### src/rtl/rec_addr_seq_if.sv
// Recorder address-sequencer bus: mode/tick from the controller, memory strobes and status back.
// master = controller side, slave = rec_addr_seq.
interface rec_addr_seq_if #(
  parameter int unsigned ADDR_W = 16
);
  logic [2:0]        state;
  logic              sample_tick;
  logic [ADDR_W-1:0] mem_addr;
  logic              mem_we;
  logic              mem_re;
  logic              rd_valid;
  logic              finish;
  logic              full;
  logic [ADDR_W:0]   rec_len;

  modport master (
    output state, sample_tick,
    input  mem_addr, mem_we, mem_re, rd_valid, finish, full, rec_len
  );

  modport slave (
    input  state, sample_tick,
    output mem_addr, mem_we, mem_re, rd_valid, finish, full, rec_len
  );
endinterface

### src/rtl/rec_addr_seq.sv
// Sample-memory address sequencer for a voice recorder: record, play, fast forward and rewind.
// Optional macro PLAY_LOOP_EN: normal playback wraps to the first sample instead of finishing.
module rec_addr_seq #(
  parameter int unsigned ADDR_W = 16
) (
  input logic            clk,
  input logic            rst_n,
  rec_addr_seq_if.slave  io_bus
);

  typedef enum logic [2:0] {
    ModeInit      = 3'b000,
    ModeRec       = 3'b001,
    ModeRecPause  = 3'b010,
    ModeRecFinish = 3'b011,
    ModePlay      = 3'b100,
    ModePlayPause = 3'b101,
    ModeFwd       = 3'b110,
    ModeBack      = 3'b111
  } mode_e;

  localparam logic [ADDR_W:0] PtrOne = (ADDR_W+1)'(1);
  localparam logic [ADDR_W:0] PtrTwo = (ADDR_W+1)'(2);
  localparam logic [ADDR_W:0] Depth  = {1'b1, {ADDR_W{1'b0}}};

  logic [ADDR_W:0]   r_wr_ptr, w_wr_d;
  logic [ADDR_W:0]   r_rd_ptr, w_rd_d;
  logic [ADDR_W-1:0] r_mem_addr, w_addr_d;
  logic              r_mem_we, w_we_d;
  logic              r_mem_re, w_re_d;
  logic              r_rd_valid;
  logic              r_finish, w_fin_d;
  logic              r_full, w_full_d;

  mode_e             w_mode;
  logic [ADDR_W:0]   w_wr_inc;
  logic [ADDR_W:0]   w_rd_fwd;
  logic [ADDR_W:0]   w_rd_dec;
`ifdef PLAY_LOOP_EN
  logic [ADDR_W:0]   w_loop_base;
  logic [ADDR_W:0]   w_loop_inc;
`else
  logic [ADDR_W:0]   w_rd_inc;
`endif

  assign w_mode   = mode_e'(io_bus.state);
  assign w_wr_inc = r_wr_ptr + PtrOne;
  assign w_rd_fwd = r_rd_ptr + PtrTwo;
  assign w_rd_dec = r_rd_ptr - PtrOne;
`ifdef PLAY_LOOP_EN
  // A pointer left at the end by fast forward restarts from the first sample.
  assign w_loop_base = (r_rd_ptr >= r_wr_ptr) ? '0 : r_rd_ptr;
  assign w_loop_inc  = w_loop_base + PtrOne;
`else
  assign w_rd_inc = r_rd_ptr + PtrOne;
`endif

  always_comb begin
    w_wr_d   = r_wr_ptr;
    w_rd_d   = r_rd_ptr;
    w_addr_d = r_mem_addr;
    w_we_d   = 1'b0;
    w_re_d   = 1'b0;
    w_fin_d  = r_finish;
    w_full_d = r_full;
    case (w_mode)
      ModeInit: begin
        w_wr_d   = '0;
        w_rd_d   = '0;
        w_fin_d  = 1'b0;
        w_full_d = 1'b0;
      end
      ModeRec: begin
        if (io_bus.sample_tick && !r_full) begin
          w_addr_d = r_wr_ptr[ADDR_W-1:0];
          w_we_d   = 1'b1;
          w_wr_d   = w_wr_inc;
          w_full_d = (w_wr_inc == Depth);
        end
      end
      ModeRecFinish: begin
        w_rd_d  = '0;
        w_fin_d = 1'b0;
      end
      ModePlay: begin
        if (io_bus.sample_tick) begin
`ifdef PLAY_LOOP_EN
          if (r_wr_ptr != '0) begin
            w_addr_d = w_loop_base[ADDR_W-1:0];
            w_re_d   = 1'b1;
            w_rd_d   = (w_loop_inc == r_wr_ptr) ? '0 : w_loop_inc;
          end
`else
          if (r_rd_ptr < r_wr_ptr) begin
            w_addr_d = r_rd_ptr[ADDR_W-1:0];
            w_re_d   = 1'b1;
            w_rd_d   = w_rd_inc;
            w_fin_d  = r_finish | (w_rd_inc == r_wr_ptr);
          end else begin
            w_fin_d = 1'b1;
          end
`endif
        end
      end
      ModeFwd: begin
        if (io_bus.sample_tick) begin
          if (r_rd_ptr < r_wr_ptr) begin
            w_addr_d = r_rd_ptr[ADDR_W-1:0];
            w_re_d   = 1'b1;
            if (w_rd_fwd >= r_wr_ptr) begin
              w_rd_d  = r_wr_ptr;
              w_fin_d = 1'b1;
            end else begin
              w_rd_d = w_rd_fwd;
            end
          end else begin
            w_fin_d = 1'b1;
          end
        end
      end
      ModeBack: begin
        if (io_bus.sample_tick) begin
          if (r_rd_ptr != '0) begin
            w_addr_d = w_rd_dec[ADDR_W-1:0];
            w_re_d   = 1'b1;
            if (r_rd_ptr <= PtrTwo) begin
              w_rd_d  = '0;
              w_fin_d = 1'b1;
            end else begin
              w_rd_d = r_rd_ptr - PtrTwo;
            end
          end else begin
            w_fin_d = 1'b1;
          end
        end
      end
      default: ;  // pause modes and unknown codes hold everything
    endcase
  end

  always_ff @(posedge clk or negedge rst_n) begin
    if (!rst_n) begin
      r_wr_ptr   <= '0;
      r_rd_ptr   <= '0;
      r_mem_addr <= '0;
      r_mem_we   <= 1'b0;
      r_mem_re   <= 1'b0;
      r_rd_valid <= 1'b0;
      r_finish   <= 1'b0;
      r_full     <= 1'b0;
    end else begin
      r_wr_ptr   <= w_wr_d;
      r_rd_ptr   <= w_rd_d;
      r_mem_addr <= w_addr_d;
      r_mem_we   <= w_we_d;
      r_mem_re   <= w_re_d;
      r_rd_valid <= r_mem_re;
      r_finish   <= w_fin_d;
      r_full     <= w_full_d;
    end
  end

  assign io_bus.mem_addr = r_mem_addr;
  assign io_bus.mem_we   = r_mem_we;
  assign io_bus.mem_re   = r_mem_re;
  assign io_bus.rd_valid = r_rd_valid;
  assign io_bus.finish   = r_finish;
  assign io_bus.full     = r_full;
  assign io_bus.rec_len  = r_wr_ptr;

endmodule

### src/flat_wrapper.sv
// flat-port wrapper written by rule: the top's interface ports become plain ports
module rec_addr_seq_flat 
#(
  parameter int unsigned ADDR_W = 16
)
  (clk, rst_n, io_bus_state, io_bus_sample_tick, io_bus_mem_addr, io_bus_mem_we, io_bus_mem_re, io_bus_rd_valid, io_bus_finish, io_bus_full, io_bus_rec_len);
  rec_addr_seq_if #(.ADDR_W(ADDR_W)) io_bus_i ();
  input logic clk;
  input logic rst_n;
  input wire logic [$bits(io_bus_i.state)-1:0] io_bus_state;
  input wire logic [$bits(io_bus_i.sample_tick)-1:0] io_bus_sample_tick;
  output wire logic [$bits(io_bus_i.mem_addr)-1:0] io_bus_mem_addr;
  output wire logic [$bits(io_bus_i.mem_we)-1:0] io_bus_mem_we;
  output wire logic [$bits(io_bus_i.mem_re)-1:0] io_bus_mem_re;
  output wire logic [$bits(io_bus_i.rd_valid)-1:0] io_bus_rd_valid;
  output wire logic [$bits(io_bus_i.finish)-1:0] io_bus_finish;
  output wire logic [$bits(io_bus_i.full)-1:0] io_bus_full;
  output wire logic [$bits(io_bus_i.rec_len)-1:0] io_bus_rec_len;
  assign io_bus_i.state = io_bus_state;
  assign io_bus_i.sample_tick = io_bus_sample_tick;
  assign io_bus_mem_addr = io_bus_i.mem_addr;
  assign io_bus_mem_we = io_bus_i.mem_we;
  assign io_bus_mem_re = io_bus_i.mem_re;
  assign io_bus_rd_valid = io_bus_i.rd_valid;
  assign io_bus_finish = io_bus_i.finish;
  assign io_bus_full = io_bus_i.full;
  assign io_bus_rec_len = io_bus_i.rec_len;
  rec_addr_seq #(.ADDR_W(ADDR_W)) u_core (.clk(clk), .rst_n(rst_n), .io_bus(io_bus_i));
endmodule
### config.mk
export PLATFORM = sky130hd
export DESIGN_NAME = rec_addr_seq_flat
export DESIGN_NICKNAME = d
export VERILOG_FILES = /design/src/rtl/rec_addr_seq_if.sv /design/src/rtl/rec_addr_seq.sv /design/src/flat_wrapper.sv
export SDC_FILE = /design/constraint.sdc
export NUM_CORES = 1
export LEC_CHECK = 0
export BUFFER_PORTS_ARGS = -buffer_cell sky130_fd_sc_hd__buf_4
export CAP_MARGIN = 10
export CORE_MARGIN = 1
export CORE_UTILIZATION = 60
export CTS_BUF_LIST = sky130_fd_sc_hd__clkbuf_2 sky130_fd_sc_hd__clkbuf_4 sky130_fd_sc_hd__clkbuf_8
export CTS_CLUSTER_SIZE = 25
export DETAILED_ROUTE_END_ITERATION = 6
export PLACE_DENSITY = 0.87
export SYNTH_ARGS = -nofsm -noshare
export SYNTH_HDL_FRONTEND = slang
export SYNTH_SLANG_ARGS = --single-unit
### constraint.sdc
create_clock -name clk -period 9.4 [get_ports clk]
set_input_delay 1.88 -clock clk [delete_from_list [all_inputs] [get_ports clk]]
set_output_delay 1.88 -clock clk [all_outputs]
set_load 0.1 [all_outputs]
==> flow_summary.yaml, run 1 <==
routing:
  vias: 6345
  routedWlPerCell_um: 22.7
  drcViolationCount: 31
  drt-pass1-iter-count: 7
  antenna_left: 0
  drt_iter0_markers: 1100
  drt_wl_total_um: 19600
  vias_per_cell: 7.37
clock_tree:
  path_clk_slew_ps: 110
  htree_num_levels: 2
  insertion_delay_ps: 320
  postCtsResizedCells: 0
  clock_sinks: 55
  cts_hold_buffers: 0
  post_cts_buffers: 0
  cts_tree: "built"
  clock_path_buffers: 2
  numCtsBuffers: 5
  root_buffer: "clkbuf_8"
worst_hold_path:
  hold_path.class: "register to register"
  hold_depth: 0
  hold_start: "u_core.io_bus.mem_re$_DFF_PN0_"
  holdPathEnd: "u_core.io_bus.rd_valid$_DFF_PN0_"
die:
  num_io_pins: 44
  core_region_area_sq_um: 9330
  die_area_sq_um: 10100
  num_rows: 35
  fp.dieH_um: 101
  die_w_um: 101
  start_util_pct: 62.6
timing:
  grt_setup_unrepaired: "no"
  fmax_mhz: 222
  hold_violations: 0
  max_slew_margin_pct: 21.2
  tightest_slew_ps: 1180
  finalCritPeriodShare_pct: 47.9
  drv_slew: 0
  setup_violations: 0
  setup_tns_ps: 0
  finalCriticalPeriod_ps: 4500
  clock-skew-final_ps: 13.8
pwr:
  p_leak_uw: 0.00265
  comb_power_share_pct: 76.9
  switchingPower_uw: 1480
  ir_drop_mv: 0.569
  p_int_uw: 973
  p_per_area_nw_per_um2: 397
  p_clk_share_pct: 6.6
  pwr-share-seq_pct: 16.5
  switching_share_pct: 60.4
global_routing:
  grt_use_total_pct: 40.0
  grt_pass1_wl_um: 31200
  busiest_layer: "met2"
  grt_pass1_vias: 5895
  grt_overflow_total: 0
  grtUsageMet1_pct: 52.1
  grt_util_met2_pct: 60.4
  antenna_found_initial: 0
  met3_usage_pct: 12.1
  grt_max_degree: 56
synth:
  synth-main-ff-cell: "dfrtp_1"
  synth-edff-count: 0
  synth.distinct_cells: 79
  synth_seq_area_share_pct: 23.6
  synth_area_sq_um: 5840
  ys_async_sr_fraction_pct: 100
  syn-num-nets: 789
  ys_ff_latch: 55
  avgSynthCellArea_sq_um: 7.88
  synthCells: 741
  ys_warn_count: 0
run_status:
  status: "complete, but fails checks"
  violations: "design-rule violations"
finish:
  fin_cells: 861
  diodes: 0
  syn_to_final_growth_pct: 6.15
  drive_gt1_share_pct: 10.5
  num-fill-cells: 770
  nNetsFinal: 780
worst_setup_path:
  cp.arrival_ps: 4710
  critPathTopFamily: "simple AND/OR/NAND/NOR gates"
  critPathSlowestCell: "nor3_1"
  start_kind: "register"
  rr_worst_depth: 12
  path_cells: "ha_1, nand3_2, nor3_1, nand2_1, xnor2_1, ha_1, nand4_1, nor3_1, o21a_1, nor3_1, a211o_1, a221o_1"
  path_class: "register to register"
  critPathBufInv: 0
  regToRegEndpoint: "u_core.r_rd_ptr[9]$_DFFE_PN0P_"
  critPathRequiredTime_ps: 9600
  rrSetupSlack_ps: 4900
  timing.rr.start: "u_core.r_rd_ptr[2]$_DFFE_PN0P_"
  critPathMaxStageDelay_ps: 720
  worstSetupEndpointType: "register"
  cp_common_cell: "nor3_1"
  cp_max_fo: 13
placed_design:
  dp_cells: 854
  gp_congestion: 1.09
  hpwl_um: 14100
  place.port_buffers: 43
run:
  drv_cap: 0
==> cell usage after synthesis, drive strengths merged, types with 11 or more instances <==
cell,n,area (sq um)
a211oi,13,110
a21oi,44,220
a22oi,14,105
a31oi,14,87.6
and3,11,68.8
buf,12,66.3
clkbuf,50,188
dfrtp,55,1380
ha,42,526
inv,26,97.6
mux2,16,180
nand2,57,216
nand3,42,233
nand4,14,87.6
nor2,38,145
nor3,40,205
nor4,17,134
o21ai,48,240
o22ai,20,125
o31ai,14,105
xnor2,25,219
xor2,21,184
==> metrics by stage <==
stage,setup WS (ps),total power [uW],hold WS (ps),utilization (%),instance area (sq um)
global route,4610,2580,392,66.4,6200
global placement,5110,2170,357,65.3,6090
finish,4900,2460,388,66.4,6200
floorplan,5610,1780,643,-,5840
CTS,5000,2380,389,66.4,6200
detailed placement,4990,2210,368,65.3,6090
==> power by group through the flow <==
stage                     Clock [uW]  Combinational [uW]  Sequential (uW)
after global routing             171                2000              411
after floorplan                    0                1210              567
after CTS                        161                1820              397
final                            162                1890              405
after global placement             0                1770              398
after detailed placement           0                1810              401
==> cells in the final DEF (no fill, tap or decap), drive strengths merged, types with 5 or more instances in the layout <==
cell type / instances
o211ai: 9
nor3b: 5
and3: 11
xnor2: 25
o21ai: 48
and2: 8
o41ai: 5
xor2: 21
nand3: 42
or3: 9
a31oi: 14
inv: 26
o22ai: 20
dfrtp: 55
ha: 42
nand4: 14
nand2: 57
o21a: 5
o31ai: 14
nor3: 40
buf: 46
a22oi: 14
a211oi: 13
a21oi: 44
clkbuf: 5
a22o: 8
nor2: 38
nor4: 17
mux2: 16
==> routing by layer <==
layer | up-vias | wire [um]
li1 | 2769 | -
met1 | 2899 | 7250
met2 | 544 | 8360
met3 | 133 | 2860
met4 | 0 | 1120
met5 | - | 0
==> registers in the layout (all words and copies together), names as in the netlist <==
name / flops
u_core.io_bus.finish: 1
u_core.io_bus.full: 1
u_core.io_bus.mem_addr: 16
u_core.io_bus.mem_re: 1
u_core.io_bus.mem_we: 1
u_core.io_bus.rd_valid: 1
u_core.io_bus.rec_len: 17
u_core.r_rd_ptr: 17
==> worst register-to-register path: stages, from the launching register on <==
cell and delay (ps):
dfrtp_1 660, ha_1 370, nand3_2 200, nor3_1 720, nand2_1 150, xnor2_1 190, ha_1 310, nand4_1 150
nor3_1 280, o21a_1 520, nor3_1 190, a211o_1 360, a221o_1 290
==> worst max-delay path by stage <==
stage	from	to	slack (ps)	depth (start not counted)
6_report	u_core.r_rd_ptr[2]$_DFFE_PN0P_	u_core.r_rd_ptr[9]$_DFFE_PN0P_	4900	12
5_1_grt	u_core.r_rd_ptr[2]$_DFFE_PN0P_	u_core.r_rd_ptr[9]$_DFFE_PN0P_	4610	12
4_1_cts	u_core.r_rd_ptr[2]$_DFFE_PN0P_	u_core.r_rd_ptr[9]$_DFFE_PN0P_	5000	12
3_5_place_dp	io_bus_state[0]	u_core.io_bus.full$_DFFE_PN0P_	4990	8
3_3_place_gp	io_bus_state[0]	u_core.io_bus.full$_DFFE_PN0P_	5110	8
2_1_floorplan	io_bus_state[2]	u_core.r_rd_ptr[13]$_DFFE_PN0P_	5610	8
==> layout make-up <==
| class | count | area [sq um] | share of cell area, % |
|---|---|---|---|
| flip-flops and latches | 55 | 1380 | 22.2 |
| well taps | 129 | 161 | 2.61 |
| clock buffers | 5 | 68.8 | 1.11 |
| multi-input cells | 598 | 4110 | 66.3 |
| clock inverters | 2 | 37.5 | 0.606 |
| repair buffers | 46 | 345 | 5.57 |
| inverters | 26 | 97.6 | 1.58 |
==> kinds of logic (layout without fill, tap and decap cells) <==
group                    count (synthesis)  after routing  share of synthesized area [%]
multiplexers                            19             19                           3.60
flip-flops                              55             55                           23.6
AND/OR/NAND/NOR                        260            260                           23.8
XOR/XNOR                                47             47                           7.29
adder cells (fa/ha/maj)                 42             42                           9.00
AO/OA/AOI/OAI                          230            230                           26.7
buffers and inverters                   88             79                           6.02
Power figures use the tool's default switching activity.
==> run 2: changes to the inputs <==
clock period = 4.7 ns   (was 9.4 ns; I/O delays follow)
==> flow_summary.yaml, run 2 (synthesis results as in run 1) <==
pwr:
  ir_drop_mv: 0.652
  switching_share_pct: 60.8
  p_int_uw: 2020
  switchingPower_uw: 3140
  p_leak_uw: 0.00275
  pwr-share-seq_pct: 14.7
  p_clk_share_pct: 6.6
  p_per_area_nw_per_um2: 815
  comb_power_share_pct: 78.7
worst_setup_path:
  crit_end: "u_core.r_rd_ptr[15]$_DFFE_PN0P_"
  cp.arrival_ps: 4410
  cp_max_fo: 17
  rr_worst_depth: 12
  path_class: "register to register"
  startpoint: "u_core.r_rd_ptr[5]$_DFFE_PN0P_"
  rrSetupSlack_ps: 500
  worstSetupEndpointType: "register"
  timing.rr.start: "u_core.r_rd_ptr[5]$_DFFE_PN0P_"
  regToRegEndpoint: "u_core.r_rd_ptr[15]$_DFFE_PN0P_"
  critPathRequiredTime_ps: 4910
  start_kind: "register"
placed_design:
  gp_congestion: 1.02
  placed_cell_area_sq_um: 6230
  hpwl_um: 15600
  dp_cells: 873
  place.port_buffers: 43
timing:
  finalCriticalPeriod_ps: 4200
  setup_tns_ps: 0
  finalCritPeriodShare_pct: 89.4
  clock-skew-final_ps: 7.79
  max_slew_margin_pct: 45.0
  drv_slew: 0
  grt_setup_unrepaired: "no"
  hold_violations: 0
  tightest_slew_ps: 822
  fmax_mhz: 238
  setup_violations: 0
global_routing:
  antenna_found_initial: 0
  grt_pass1_vias: 5941
  grt_use_total_pct: 42.9
  grt_max_degree: 56
  grt_overflow_total: 0
  grt_pass1_wl_um: 33000
routing:
  routed-wl-met2_um: 9240
  highest_layer: "met4"
  drcViolationCount: 0
  drt-pass1-iter-count: 6
  vias_per_cell: 7.20
  met3_length_um: 2500
  wl_met1_um: 8410
  drt_wl_total_um: 21100
  drt_iter0_markers: 748
  vias: 6335
  antenna_left: 0
  routedWlPerCell_um: 24.0
clock_tree:
  clock_path_buffers: 2
  htree_num_levels: 2
  path_clk_slew_ps: 120
  post_cts_buffers: 0
  clock_sinks: 55
  postCtsResizedCells: 0
  numCtsBuffers: 5
  cts_hold_buffers: 0
  cts_tree: "built"
  insertion_delay_ps: 320
  root_buffer: "clkbuf_8"
finish:
  final_util_pct: 68.0
  diodes: 0
  nNetsFinal: 799
  syn_to_final_growth_pct: 8.60
  layout_common_cells: "65 x buf_4, 56 x nand2_1, 55 x dfrtp_1"
  fin_cells: 880
  drive_gt1_share_pct: 12.8
  fin_area_sq_um: 6340
  layout_commonest_cell: "buf_4"
  num-fill-cells: 825
run:
  drv_cap: 0
die:
  die_area_sq_um: 10100
  fp.dieH_um: 101
  start_util_pct: 62.6
  die_w_um: 101
  num_io_pins: 44
  num_rows: 35
  core_region_area_sq_um: 9330
run_status:
  status: "completed"
worst_hold_path:
  hold_path.class: "register to register"
[run 2: cell types whose count changed in the layout (fill, tap and decap cells not counted)]
cell,change
buf_4,+19
[run 2: area by class of cell]
cell class | count | area (sq um) | area share, %
Timing Repair Buffer | 65 | 488 | 7.70
Tap cell | 129 | 161 | 2.55
Clock buffer | 5 | 68.8 | 1.09
Multi-Input combinational cell | 598 | 4110 | 64.8
Inverter | 26 | 97.6 | 1.54
Sequential cell | 55 | 1380 | 21.7
Clock inverter | 2 | 37.5 | 0.592
[run 2: power by group through the flow]
stage          registers (uW)  logic, uW  clock network [uW]
6_report                  761       4060                 339
5_1_grt                   773       4280                 356
4_1_cts                   750       3930                 336
3_5_place_dp              759       3910                   0
3_3_place_gp              751       3870                   0
2_1_floorplan            1130       2420                   0
[run 2: worst min path at each step]
| stage | start | endpoint | slack, ps | cells after the start |
|---|---|---|---|---|
| after floorplan | rst_n | u_core.io_bus.finish$_DFFE_PN0P_ | 640 | 0 |
| after global placement | u_core.io_bus.mem_re$_DFF_PN0_ | u_core.io_bus.rd_valid$_DFF_PN0_ | 360 | 0 |
| after detailed placement | u_core.io_bus.mem_re$_DFF_PN0_ | u_core.io_bus.rd_valid$_DFF_PN0_ | 370 | 0 |
| after CTS | u_core.io_bus.mem_re$_DFF_PN0_ | u_core.io_bus.rd_valid$_DFF_PN0_ | 400 | 0 |
| after global routing | u_core.io_bus.mem_re$_DFF_PN0_ | u_core.io_bus.rd_valid$_DFF_PN0_ | 410 | 0 |
| final | u_core.io_bus.mem_re$_DFF_PN0_ | u_core.io_bus.rd_valid$_DFF_PN0_ | 400 | 0 |
[run 2: per-layer routing]
metal	vias up	track usage, %
met3	88	7.00
li1	2813	-
met2	455	66.2
met1	2979	58.9
met5	-	0
met4	0	19.2
[run 2: through the flow]
| stage | hold WS (ps) | setup slack [ps] | total power (uW) |
|---|---|---|---|
| 6_report | 396 | 500 | 5160 |
| 3_3_place_gp | 362 | 727 | 4620 |
| 4_1_cts | 395 | 607 | 5010 |
| 5_1_grt | 409 | 264 | 5400 |
| 2_1_floorplan | 643 | 939 | 3550 |
| 3_5_place_dp | 370 | 638 | 4670 |
[run 2: worst max-delay path, stage by stage (launching register included)]
cell	delay (ps)
dfrtp_1	770
nand2_1	340
nor4_1	490
xor2_1	400
ha_1	340
a211oi_1	250
o211ai_1	120
a211o_1	260
o21ai_1	130
buf_4	250
mux2i_1	100
a211o_1	300
a221o_1	340
==> run 3: changes to the inputs <==
GPL_TIMING_DRIVEN = 0   (was unset)
==> flow_summary.yaml, run 3 (synthesis results as in run 1) <==
run_status:
  status: "completed"
pwr:
  ir_drop_mv: 0.798
  p_leak_uw: 0.00273
  p_per_area_nw_per_um2: 824
  total_power_uw: 5300
timing:
  max_slew_margin_pct: 45.6
  whs_ps: 391
  grt_setup_unrepaired: "no"
  tightest_slew_ps: 816
  finalCriticalPeriod_ps: 4490
  drv_slew: 0
  setup_violations: 0
  setup_slack_ps: 210
  hold_violations: 0
  fmax_mhz: 223
  clock-skew-final_ps: 11.2
  finalCritPeriodShare_pct: 95.5
die:
  num_rows: 35
  core_region_area_sq_um: 9330
  fp.dieH_um: 101
  die_w_um: 101
  start_util_pct: 62.6
  num_io_pins: 44
  die_area_sq_um: 10100
worst_setup_path:
  cp.arrival_ps: 4680
  regToRegEndpoint: "u_core.io_bus.finish$_DFFE_PN0P_"
  start_kind: "register"
  startpoint: "u_core.r_rd_ptr[2]$_DFFE_PN0P_"
  crit_end: "u_core.io_bus.finish$_DFFE_PN0P_"
  rr_worst_depth: 13
  worstSetupEndpointType: "register"
  cp_max_fo: 10
  critPathRequiredTime_ps: 4890
  path_class: "register to register"
  timing.rr.start: "u_core.r_rd_ptr[2]$_DFFE_PN0P_"
  rrSetupSlack_ps: 210
global_routing:
  grt_overflow_total: 0
  grt_pass1_wl_um: 34300
  grt_pass1_vias: 6290
  antenna_found_initial: 0
  grt_use_total_pct: 45.2
  grt_max_degree: 56
finish:
  nNetsFinal: 838
  drive_gt1_share_pct: 10.9
  diodes: 0
  layout_commonest_cell: "nand2_1"
  num-fill-cells: 775
  syn_to_final_growth_pct: 10.2
  layout_common_cells: "56 x nand2_1, 55 x dfrtp_1, 48 x clkbuf_1"
clock_tree:
  insertion_delay_ps: 330
  path_clk_slew_ps: 120
  root_buffer: "clkbuf_8"
  numCtsBuffers: 5
  clock_sinks: 55
  cts_tree: "built"
  cts_hold_buffers: 0
  htree_num_levels: 2
  clock_path_buffers: 2
routing:
  vias: 6784
  routedWlPerCell_um: 24.9
  drcViolationCount: 0
  drt-pass1-iter-count: 7
  antenna_left: 0
  drt_wl_total_um: 22900
  drt_iter0_markers: 1009
  vias_per_cell: 7.37
worst_hold_path:
  hold_path.class: "register to register"
placed_design:
  place.port_buffers: 42
  hpwl_um: 17100
  gp_congestion: 1.03
  pre_cts_slack_ps: -280
run:
  drv_cap: 0
## run 3: area by class of cell
cell class,instances,area (sq um),area share (%)
inverters,26,97.6,1.52
repair buffers,42,315,4.90
clock buffers,5,68.8,1.07
flip-flops and latches,55,1380,21.4
well taps,129,161,2.51
multi-input cells,598,4140,64.3
clock inverters,3,20.0,0.311
plain buffers,62,256,3.99
## run 3: repair_timing
| item | in CTS | in global routing |
|---|---|---|
| setup buffers | 0 | 0 |
| gates resized for setup | 2 | 5 |
| endpoints found under the setup margin | 12 | 17 |
## run 3: how the worst min path moves through the flow
stage	slack [ps]	to	startpoint	cells past startpoint
finish	390	u_core.io_bus.rd_valid$_DFF_PN0_	u_core.io_bus.mem_re$_DFF_PN0_	0
global route	410	u_core.io_bus.rd_valid$_DFF_PN0_	u_core.io_bus.mem_re$_DFF_PN0_	0
CTS	390	u_core.io_bus.rd_valid$_DFF_PN0_	u_core.io_bus.mem_re$_DFF_PN0_	0
detailed placement	360	u_core.io_bus.rd_valid$_DFF_PN0_	u_core.io_bus.mem_re$_DFF_PN0_	0
floorplan	640	u_core.io_bus.finish$_DFFE_PN0P_	rst_n	0
global placement	360	u_core.io_bus.rd_valid$_DFF_PN0_	u_core.io_bus.mem_re$_DFF_PN0_	0
## run 3: power breakdown
part / total [uW] / switching [uW] / leakage [uW] / internal (uW)
logic: 4300 / 3000 / 0.00195 / 1300
clock network: 295 / 191 / 0.0000402 / 105
registers: 704 / 130 / 0.000741 / 574
## run 3: metrics by stage
stage / TNS (ps) / instances / utilization, % / instance area, sq um
floorplan: 0 / 741 / - / 5840
global placement: -2410 / 912 / 67.7 / 6310
detailed placement: -2060 / 912 / 67.7 / 6310
CTS: 0 / 920 / 68.7 / 6410
global route: 0 / 920 / 69.0 / 6430
finish: 0 / 920 / 69.0 / 6430
## run 3: critical path, stage by stage (launching register included)
cell      delay [ps]
dfrtp_1          520
clkbuf_2         310
nand3_1          310
nor4_1           430
xor2_1           390
ha_1             320
a21o_1           210
a32o_1           260
a211o_1          310
o21a_1           220
clkbuf_1         320
or3_1            470
a31oi_1          190
a311oi_1         100
## run 3: routing by layer
metal  vias up  global-route usage (%)  wire length (um)  share of wire (%)
li1       2892                       -                 -                  -
met1      3096                    56.4              8220                 36
met2       643                    71.3              9790                 43
met3       153                    14.0              3430                 15
met4         0                    21.5              1450                6.3
met5         -                       0                 0                  0
